--- config.mk ---
export PLATFORM = sky130hd
export DESIGN_NAME = dmem_arbiter
export DESIGN_NICKNAME = d
export VERILOG_FILES = /design/src/rtl/dmem_arbiter.sv
export SDC_FILE = /design/constraint.sdc
export NUM_CORES = 1
export LEC_CHECK = 0
export ABC_AREA = 1
export CORE_AREA = 2 2 119 121
export DETAILED_ROUTE_END_ITERATION = 8
export DIE_AREA = 0 0 121 123
export SYNTH_ARGS = -nofsm -noshare
export SYNTH_HDL_FRONTEND = slang
export SYNTH_SLANG_ARGS = --single-unit
--- constraint.sdc ---
create_clock -name clk -period 2 [get_ports clk]
set_input_delay 0.2 -clock clk [delete_from_list [all_inputs] [get_ports clk]]
set_output_delay 0.2 -clock clk [all_outputs]
set_load 0.01 [all_outputs]
--- src/rtl/dmem_arbiter.sv ---
// dmem_arbiter: shares the single data-BRAM port between the CPU MEM stage
// and an external master (UART loader / debug DMA). The CPU normally wins;
// a waiting external request is forced through after MAX_WAIT cycles, and a
// locked external sequence keeps the port (and the CPU stalled) until it ends.
module dmem_arbiter #(
    parameter int ADDR_W   = 32,
    parameter int DATA_W   = 32,
    parameter int MAX_WAIT = 8
) (
    input  logic                  clk,
    input  logic                  Rst,
    input  logic                  cpu_req,
    input  logic                  cpu_we,
    input  logic [DATA_W/8-1:0]   cpu_be,
    input  logic [ADDR_W-1:0]     cpu_addr,
    input  logic [DATA_W-1:0]     cpu_din,
    output logic                  cpu_stall,
    output logic [DATA_W-1:0]     cpu_dout,
    input  logic                  ext_req,
    input  logic                  ext_we,
    input  logic [DATA_W/8-1:0]   ext_be,
    input  logic [ADDR_W-1:0]     ext_addr,
    input  logic [DATA_W-1:0]     ext_din,
    input  logic                  ext_lock,
    output logic                  ext_gnt,
    output logic                  ext_rvalid,
    output logic [DATA_W-1:0]     ext_rdata,
    output logic                  mem_wea,
    output logic [DATA_W/8-1:0]   mem_en,
    output logic [ADDR_W-1:0]     mem_addr,
    output logic [DATA_W-1:0]     mem_din,
    input  logic [DATA_W-1:0]     mem_dout
);

    localparam logic [7:0] MaxWait = 8'(MAX_WAIT);

    typedef enum logic {
        CPU_OWN,
        EXT_OWN
    } state_e;

    state_e            state_q, state_d;
    logic [7:0]        waitCnt_q, waitCnt_d;
    logic              rvalid_q, rvalid_d;
    logic [DATA_W-1:0] rdata_q, rdata_d;
    logic              cpuGo;

    // Decide who owns the port this cycle; everything is held off while in reset.
    always_comb begin
        ext_gnt   = 1'b0;
        cpu_stall = 1'b0;
        if (Rst) begin
            unique case (state_q)
                CPU_OWN: begin
                    ext_gnt   = ext_req & (~cpu_req | (waitCnt_q == MaxWait));
                    cpu_stall = cpu_req & ext_gnt;
                end
                EXT_OWN: begin
                    ext_gnt   = ext_req;
                    cpu_stall = 1'b1;
                end
            endcase
        end
    end

    // A stalled CPU access is not performed, so it must not reach the BRAM write strobe
    // (this matters when a locked owner is idle and the mux falls back to the CPU side).
    assign cpuGo = Rst & cpu_req & ~cpu_stall;

    // Steer the selected requester onto the BRAM port; idle cycles never write.
    always_comb begin
        if (ext_gnt) begin
            mem_addr = ext_addr;
            mem_en   = ext_be;
            mem_din  = ext_din;
            mem_wea  = ext_we & ext_req;
        end else begin
            mem_addr = cpu_addr;
            mem_en   = cpu_be;
            mem_din  = cpu_din;
            mem_wea  = cpu_we & cpuGo;
        end
    end

    // Next-state logic: ownership transfer, starvation counter and read return.
    always_comb begin
        state_d = state_q;
        unique case (state_q)
            CPU_OWN: if (ext_gnt & ext_lock)  state_d = EXT_OWN;
            EXT_OWN: if (ext_gnt & ~ext_lock) state_d = CPU_OWN;
        endcase

        if (ext_gnt | ~ext_req) begin
            waitCnt_d = 8'd0;
        end else if (waitCnt_q < MaxWait) begin
            waitCnt_d = waitCnt_q + 8'd1;
        end else begin
            waitCnt_d = waitCnt_q;
        end

        rvalid_d = ext_gnt & ~ext_we;
        rdata_d  = rvalid_q ? mem_dout : rdata_q;
    end

    // Read data arrives from the BRAM in the rvalid cycle, so pass it straight
    // through then and keep the last returned word afterwards.
    assign ext_rvalid = rvalid_q;
    assign ext_rdata  = rvalid_q ? mem_dout : rdata_q;
    assign cpu_dout   = mem_dout;

    // State registers; reset hands the port back to the CPU and drops any pending read.
    always_ff @(posedge clk or negedge Rst) begin
        if (!Rst) begin
            state_q   <= CPU_OWN;
            waitCnt_q <= 8'd0;
            rvalid_q  <= 1'b0;
            rdata_q   <= '0;
        end else begin
            state_q   <= state_d;
            waitCnt_q <= waitCnt_d;
            rvalid_q  <= rvalid_d;
            rdata_q   <= rdata_d;
        end
    end

endmodule

==> flow_metrics.py <==
metrics = {
    "run_status": {
        "status": "complete, but fails checks",
        "violations": "negative setup slack",
    },
    "placement": {
        "gp_congestion": 0.745,
        "hpwl_um": 10200,
        "placement.io_buffers": 310,
        "dpl.cell_count": 846,
    },
    "drt": {
        "vias": 3749,
        "antenna_left": 0,
        "firstDrtPassIters": 4,
        "dr.first_iter.drc_count": 201,
        "avgRoutedWirePerCell_um": 15.6,
        "drc_errors": 0,
        "wirelength_um": 13800,
        "viasPerCell": 4.25,
    },
    "sta": {
        "hold_violations": 0,
        "max_freq_mhz": 482,
        "rsz0062_at_grt": "yes",
        "relSlewSlack_pct": 66.2,
        "tightestPinTransition_ns": 0.507,
        "slew_violations": 0,
        "setup_viol": 49,
        "timing.final.ws_setup_ns": -0.0764,
        "min_period_ns": 2.08,
        "fin_skew_ns": 0.00708,
        "fin_crit_sh_pct": 104,
    },
    "worst_hold_path": {
        "hold_path_class": "in -> async",
    },
    "setup_path": {
        "startpoint": "waitCnt_q[1]$_DFFE_PN0P_",
        "start_kind": "flip-flop",
        "crit_required_ns": 1.80,
        "crit_arrival_ns": 1.88,
        "cp_num_buf_inv": 5,
        "crit_type": "reg -> out",
        "rrSetupSlack_ns": 0.14,
        "cp_slowest_stage_delay_ns": 0.39,
        "cpMaxStageDelayCell": "dfrtp_1",
        "r2r_cells": 10,
        "r2r-start": "waitCnt_q[1]$_DFFE_PN0P_",
        "critPathMaxFanout": 7,
        "r2r-end": "waitCnt_q[0]$_DFFE_PN0P_",
        "critical_path.top_delay_family": "buffers and inverters",
        "endpoint_kind": "output pin",
        "worstPathCellList": "inv_2 -> ha_4 -> nand3_4 -> o21ai_4 -> buf_6 -> nand2_8 -> buf_12 -> buf_6 -> nand2_1 -> nand2_1 -> buf_2",
    },
    "synth": {
        "synth-adder-area-share_pct": 0.864,
        "synth.yosys.seq_area_share_pct": 36.3,
        "syn_area_um2": 2900,
        "synth_fp_nets": 572,
        "yosys.area_share.simple_pct": 35.1,
        "yosysWarnings": 0,
        "synth.area.mux_share_pct": 12.4,
        "yosys.area.top_type": "dfrtp_1",
        "synth_compound_area_share_pct": 0.735,
        "synthCells": 395,
        "synth_top_family_by_area": "simple AND/OR/NAND/NOR gates",
        "yosys.area_share.xor_xnor_pct": 0.303,
        "ys_seq_elements": 42,
        "syn_avg_cell_area_um2": 7.33,
        "synth_top_area_share_pct": 36.3,
        "synth_area_leaders": "dfrtp_1, nand2_1, nand3_1, mux2_2, buf_4",
        "ys_types": 20,
    },
    "global_routing": {
        "use_met3_pct": 3.64,
        "use_met2_pct": 29.2,
        "grt_max_degree": 47,
        "grt_first_pass_wirelength_um": 18700,
        "grt_util_met1_pct": 19.1,
        "track_usage_pct": 15.8,
        "antenna_found_initial": 0,
        "grt_overflow_total": 0,
        "busiest_layer": "met2",
        "grt_pass1_vias": 3532,
    },
    "clock_tree": {
        "cts_max_level": 2,
        "insertion_delay_ns": 0.28,
        "cts_tree": "yes",
        "root_buffer": "clkbuf_16",
        "cts_sinks": 42,
        "numCtsBuffers": 5,
        "clk_pin_slew_ns": 0.06,
        "clock_path_buffers": 2,
    },
    "layout": {
        "layout-drive-gt1-share_pct": 27.3,
        "area_growth_pct": 126,
        "final_util_pct": 48.0,
        "diodes": 0,
        "instances_no_fill": 883,
        "final_nets": 879,
        "fillCellCount": 1332,
    },
    "die": {
        "coreArea_um2": 13600,
        "start_util_pct": 21.3,
        "die_y_um": 123,
        "rows": 43,
        "dieWidth_um": 121,
        "io_pins": 311,
        "die_area_um2": 14900,
    },
    "pwr": {
        "vdd_drop_max_v": 0.000538,
        "p_total_mw": 3.82,
        "power.density_nw_per_um2": 584,
        "p_leak_nw": 3.07,
    },
    "flow_run": {
        "max_cap_violations": 0,
    },
}
==> sequential cells by signal (all words and copies together), names as in the netlist, named ones only <==
signal,flops
rdata_q,32
waitCnt_q,8
ext_rvalid,1
==> report_power, final <==
group / total (mW) / internal, mW / switching [mW]
Combinational: 1.85 / 1.10 / 0.747
Clock: 0.908 / 0.589 / 0.319
Sequential: 1.06 / 1.02 / 0.0430
Total: 3.82 / 2.71 / 1.11
==> synth_stat cells, drive strengths merged <==
cell type,instances
nand2,153
nand3,73
nand3b,1
inv,15
nor2,15
o21ai,1
xor2,1
buf,50
clkbuf,7
nand4,1
a21oi,1
mux2,32
nor3,1
dfrtp,42
ha,2
==> timing repair <==
| item | CTS | global route |
|---|---|---|
| gates resized for setup | 264 | 89 |
| hold buffers | 1 | 0 |
| hold endpoints to repair | 2 | 0 |
| pin swaps | 13 | 19 |
| endpoints found under the setup margin | 71 | 76 |
| gates cloned | 4 | 6 |
| buffers inserted | 13 | 7 |
==> final cells by class <==
| cell class | count | area, um2 | area share [%] |
|---|---|---|---|
| clock buffer | 6 | 129 | 1.97 |
| clock inverter | 2 | 37.5 | 0.574 |
| inverter | 15 | 56.3 | 0.861 |
| multi-input combinational | 281 | 1570 | 24.1 |
| sequential | 42 | 1050 | 16.1 |
| tap | 180 | 225 | 3.45 |
| timing repair buffer | 357 | 3460 | 53.0 |
==> kinds of logic after synthesis <==
group,Yosys count
xor gates and xnor gates,1
and+or+nand+nor,244
muxes,32
AOI/OAI and AO/OA,2
adders and majority gates,2
buffers and inverters,72
DFF,42
==> per-layer routing <==
metal / wire length [um] / part of all wire, %
met2: 7080 / 51
met4: 161 / 1.2
met3: 958 / 7.0
met5: 0 / 0
met1: 5560 / 40
==> metrics by stage <==
stage | instance area, um2 | hold WS (ns) | setup WS (ns) | setup TNS (ns)
after floorplan | 2900 | -0.0956 | 0.447 | 0
after global placement | 6070 | 0.0142 | -0.235 | -13.26
after detailed placement | 6070 | 0.0137 | -0.277 | -15.00
after CTS | 6230 | 0.0619 | -0.107 | -1.31
after global routing | 6540 | 0.0988 | -0.167 | -7.57
final | 6540 | 0.0372 | -0.0764 | -1.17
==> worst max path at each step <==
| stage | cells past startpoint | to | slack, ns |
|---|---|---|---|
| after floorplan | 8 | mem_addr[0] | 0.45 |
| after global placement | 9 | mem_din[2] | -0.24 |
| after detailed placement | 9 | mem_din[2] | -0.28 |
| after CTS | 12 | mem_din[16] | -0.11 |
| after global routing | 11 | mem_din[30] | -0.17 |
| final | 11 | mem_addr[8] | -0.08 |
==> placed cells by master, fill, tap and decap left out, types with 13 or more instances in the layout <==
master           count
buf_6               26
nor2_1              13
nand2_2             15
clkdlybuf4s50_1    236
nand3_1             63
buf_4               20
mux2_2              30
buf_2               54
dfrtp_1             41
nand2_1            135
Note: power is estimated with default switching activity, not from simulation.
